File: config.mk
export PLATFORM = sky130hd
export DESIGN_NAME = rng_word_arbiter
export DESIGN_NICKNAME = d
export VERILOG_FILES = /design/src/rtl/rng_word_arbiter.sv
export SDC_FILE = /design/constraint.sdc
export NUM_CORES = 1
export LEC_CHECK = 0
export BUFFER_PORTS_ARGS = -buffer_cell sky130_fd_sc_hd__buf_4
export CORE_UTILIZATION = 45
export CTS_BUF_LIST = sky130_fd_sc_hd__clkbuf_16
export DETAILED_ROUTE_END_ITERATION = 6
export PLACE_DENSITY_LB_ADDON = 0.05
export SLEW_MARGIN = 10
export SYNTH_ARGS = -nofsm -noshare
export SYNTH_HDL_FRONTEND = slang
export SYNTH_SLANG_ARGS = --single-unit
export TNS_END_PERCENT = 10
File: constraint.sdc
create_clock -name clk -period 3.3 [get_ports clk]
set_input_delay 0.33 -clock clk [delete_from_list [all_inputs] [get_ports clk]]
set_output_delay 0.33 -clock clk [all_outputs]
set_load 0.05 [all_outputs]
File: src/rtl/rng_word_arbiter.sv
// Round-robin arbiter sharing one serial RNG bit stream among NREQ requesters.
// Optional `RNG_DENSITY_EN adds a density threshold input and a registered word_hit output.
`timescale 1ns/1ps
module rng_word_arbiter #(
  parameter int NREQ  = 4,
  parameter int WIDTH = 8
) (
  input  logic             clk,
  input  logic             rst_n,
  input  logic             rng_bit,
  output logic             rng_step,
  input  logic [NREQ-1:0]  req,
  output logic [NREQ-1:0]  gnt,
  output logic [NREQ-1:0]  ack,
  output logic [WIDTH-1:0] word_data,
  output logic             busy,
`ifdef RNG_DENSITY_EN
  input  logic [WIDTH-1:0] density,
  output logic             word_hit,
`endif
  output logic [1:0]       dbg_state
);

  localparam int LW = $clog2(NREQ);
  localparam int CW = $clog2(WIDTH);

  typedef enum logic [1:0] {
    S_IDLE    = 2'd0,
    S_COLLECT = 2'd1,
    S_DONE    = 2'd2
  } state_t;

  state_t            r_state;
  state_t            w_next;
  logic [LW-1:0]     r_win;
  logic [LW-1:0]     r_last;
  logic [NREQ-1:0]   r_gnt;
  logic [NREQ-1:0]   r_ack;
  logic [WIDTH-1:0]  r_shift;
  logic [WIDTH-1:0]  r_word;
  logic [CW-1:0]     r_cnt;

  logic              w_found;
  logic [LW-1:0]     w_pick;
  logic [LW-1:0]     w_cand;
  logic [NREQ-1:0]   w_pick_oh;
  logic [WIDTH-1:0]  w_shift_nxt;
  logic              w_abort;
  logic              w_last_sample;
  logic              w_capture;

  // Search starts just after the last winner, so a re-requester lands at lowest priority.
  always_comb begin
    w_found = 1'b0;
    w_pick  = '0;
    w_cand  = '0;
    for (int i = 1; i <= NREQ; i++) begin
      w_cand = LW'((int'(r_last) + i) % NREQ);
      if (!w_found && req[w_cand]) begin
        w_found = 1'b1;
        w_pick  = w_cand;
      end
    end
  end

  assign w_pick_oh     = NREQ'(1) << w_pick;
  assign w_shift_nxt   = {r_shift[WIDTH-2:0], rng_bit};
  assign w_abort       = (r_state == S_COLLECT) && !req[r_win];
  assign w_last_sample = (r_cnt == CW'(WIDTH - 1));
  assign w_capture     = (r_state == S_COLLECT) && !w_abort && w_last_sample;

  always_comb begin
    w_next = r_state;
    case (r_state)
      S_IDLE:    if (w_found) w_next = S_COLLECT;
      S_COLLECT: begin
        if (w_abort)            w_next = S_IDLE;
        else if (w_last_sample) w_next = S_DONE;
      end
      S_DONE:    w_next = S_IDLE;
      default:   w_next = S_IDLE;
    endcase
  end

  always_ff @(posedge clk or negedge rst_n) begin
    if (!rst_n) begin
      r_state <= S_IDLE;
      r_gnt   <= '0;
      r_ack   <= '0;
      r_word  <= '0;
      r_shift <= '0;
      r_cnt   <= '0;
      r_win   <= '0;
      r_last  <= LW'(NREQ - 1);
    end else begin
      r_state <= w_next;
      r_ack   <= '0;
      case (r_state)
        S_IDLE: begin
          if (w_found) begin
            r_win   <= w_pick;
            r_gnt   <= w_pick_oh;
            r_shift <= '0;
            r_cnt   <= '0;
          end
        end
        S_COLLECT: begin
          r_shift <= w_shift_nxt;
          r_cnt   <= r_cnt + CW'(1);
          // ack and word are loaded together so they appear in the DONE cycle.
          if (w_abort) begin
            r_gnt <= '0;
          end else if (w_last_sample) begin
            r_ack  <= r_gnt;
            r_word <= w_shift_nxt;
          end
        end
        S_DONE: begin
          r_last <= r_win;
          r_gnt  <= '0;
        end
        default: r_gnt <= '0;
      endcase
    end
  end

`ifdef RNG_DENSITY_EN
  logic r_hit;

  always_ff @(posedge clk or negedge rst_n) begin
    if (!rst_n) begin
      r_hit <= 1'b0;
    end else if (w_capture) begin
      r_hit <= (w_shift_nxt < density);
    end
  end

  assign word_hit = r_hit;
`endif

  assign rng_step  = (r_state == S_COLLECT);
  assign busy      = (r_state != S_IDLE);
  assign gnt       = r_gnt;
  assign ack       = r_ack;
  assign word_data = r_word;
  assign dbg_state = r_state;

endmodule

==> metrics <==
Final Cell Area=1720 um^2; r2r startpoint=dbg_state[0]; postcts setup bufs=0; worst path buffer plus inverter count=2; Post-DRT Antenna Nets=0; H-tree levels=2; Syn Area/Cell=10.2 um^2; Sink Count=32; drt pass-1 iters=6; post-DP HPWL=1.77 mm; Slew headroom=0.629; Hold Fails Final Rpt=0; # rows=19; post-synthesis cell area=1360 um^2; Max IR drop VDD=0.535 mV; Die Y=57.0 um; Int Power=0.00106 W; placed instance count=186; Synth Flop Type=dfrtp_1; Final Setup Violations=0; Comb power frac=0.426; Hold Crit Class=input pin to flip-flop; Critical Path Start=dbg_state[1]; Critical Path Stages=3; initial antenna violation count=0; crit path cell chain=nand2b_1 -> inv_2 -> buf_4; Tmin final=1.93 ns; startpoint types=flip-flop; Worst Slack Setup Final=1.37 ns; first-pass GRT wire length=4.43 mm; Yosys warning count=0; Distinct cells, synth=34; Reg power frac=0.350; setup total negative slack=0 ns; outcome=complete, but fails checks; pin count of the biggest net entering global routing=33; DP Worst Slack=1.63 ns; Placed Instance Area=1570 um^2; Worst Tran Pin Value=0.554 ns; Cells after Synth=133; gr usage total=0.183; Top delay family on crit path=buffers and inverters; DIE AREA=3250 um^2; net switching power=0.000811 W; CP Max Fanout=12; Clock Pin Slew Worst Setup and Hold Paths=0.05 ns; port bufs=26; R2R setup slack=1.61 ns; Total Power=0.00187 W; Worst Setup Path Type=flip-flop to primary output; # nets final=172; power share of the clock group=0.223; RSZ-0062 raised after global routing=false; maximum buffer depth of the clock tree=2; crit path capture type=primary output; routed wire length=2.57 mm; gp weighted congestion=0.782; post-DR vias/cell=5.23; CP arrival=1.60 ns; total gr overflow=0; Worst-Skew Late Latency=0.27 ns; Leakage=0.861 nW; total I/O pin count=27; Initial Util=0.486; Inserted Clock Buffers=5; CP endpoint=rng_step; Antenna diodes=0; PwrDens=1090 nW/um^2; failing checks=design-rule violations; Seq/Total Area, Yosys=0.590; DRT iter0 DRCs=43; DRC=8; Worst EP required=2.97 ns; Tcrit/Tclk final=0.585; Seq cells post-synth=32; CTS tree=built; CTS root buf=clkbuf_16; die width=57.0 um; synth-to-layout area growth=26.0%; Setup Skew=0.00228 ns; fraction of power spent switching nets=0.433; Worst path max stage delay=0.40 ns; fin cells=194; WL/cell=13.3 um; final max-slew violation count=0; Vias=1,014; Max Fclk=0.518 GHz; r2r endpoint=gnt[2]; CP max stage cell=dfrtp_1; Net Count, Synth=142; share of cells above drive strength 1=0.270; FF-to-FF path depth=4; vias in the first global route=966; hold depth=3; max capacitance violation total=0; Core Region=2810 um^2; ys async rst share=1.00; Post-synth EDFFs=0
## layout by cell type, fill, tap and decap left out, types with 2 or more instances in the layout
master and count:
buf_4 26, clkbuf_16 5, and2_2 2, nand2_1 46, a21oi_1 2, inv_1 2
dfstp_2 2, o2bb2ai_1 2, nor2_1 3, nand2b_1 2, mux2_2 2, dfrtp_1 30
or2b_1 2, o21ai_0 13, ha_1 2, nand3_1 2, a22o_1 2
## power by group through the flow
stage	clock network (W)	logic, W	registers [W]
global route	0.000444	0.000859	0.000677
global placement	0	0.000791	0.000654
CTS	0.000429	0.000805	0.000657
floorplan	0	0.000330	0.000895
finish	0.000418	0.000798	0.000656
detailed placement	0	0.000797	0.000662
## tightest hold or removal path: stages
cell and delay [ns]:
buf_4 0.09, nand2_1 0.04, nand2_1 0.04
## worst min-delay path by stage
stage	slack [ns]	end	from
2_1_floorplan	0.03	ack[0]	rst_n
3_3_place_gp	0.28	ack[1]	rst_n
3_5_place_dp	0.29	ack[2]	rst_n
4_1_cts	0.26	word_data[0]	rng_bit
5_1_grt	0.27	word_data[0]	rng_bit
6_report	0.26	word_data[0]	rng_bit
## through the flow
stage	hold slack, ns	util
after floorplan	0.0344	-
after global placement	0.280	0.561
after detailed placement	0.289	0.561
after CTS	0.262	0.612
after global routing	0.272	0.612
final	0.264	0.612
## final cells by class
type,count,area (um^2)
fillers,252,1090
multi-input cells,94,522
clock buffers,5,125
flip-flops and latches,32,803
well taps,31,38.8
clock inverters,2,8.76
repair buffers,27,205
inverters,3,13.8
## cell families (layout without fill, tap and decap cells)
| family | Yosys count | after routing | synth area share |
|---|---|---|---|
| simple gates | 65 | 65 | 0.219 |
| fa+ha+maj | 2 | 2 | 0.0184 |
| mux | 4 | 4 | 0.0404 |
| buf+inv | 7 | 37 | 0.0275 |
| flops | 32 | 32 | 0.590 |
| compound gates | 23 | 23 | 0.105 |
## sequential cells by signal (all words and copies together) (netlist names)
register   flops
gnt            4
r_win          2
r_shift        7
word_data      8
ack            4
r_cnt          3
r_last         2
dbg_state      2
## cells in the mapped netlist (2+ instances only)
cell type | instances | share of area
a21oi_1 | 2 | 0.0073
a22o_1 | 2 | 0.013
and2_2 | 2 | 0.011
clkbuf_1 | 2 | 0.0055
dfrtp_1 | 30 | 0.55
dfstp_2 | 2 | 0.039
ha_1 | 2 | 0.018
mux2_2 | 2 | 0.017
nand2_1 | 46 | 0.13
nand2b_1 | 2 | 0.0092
nand3_1 | 2 | 0.0073
nor2_1 | 3 | 0.0083
o21ai_0 | 13 | 0.048
o2bb2ai_1 | 2 | 0.013
or2b_1 | 2 | 0.011
## routing by layer
metal,GRT usage,part of all wire,up-vias
met5,0,0,-
met3,0.0703,0.059,4
li1,-,-,504
met4,0.0627,0.010,0
met1,0.233,0.46,476
met2,0.289,0.47,30
## timing repair
item,4_1_cts,5_1_grt
gates resized for setup,0,0
endpoints found under the hold margin,26,0
hold buffers,1,0
Power figures use the tool's default switching activity.
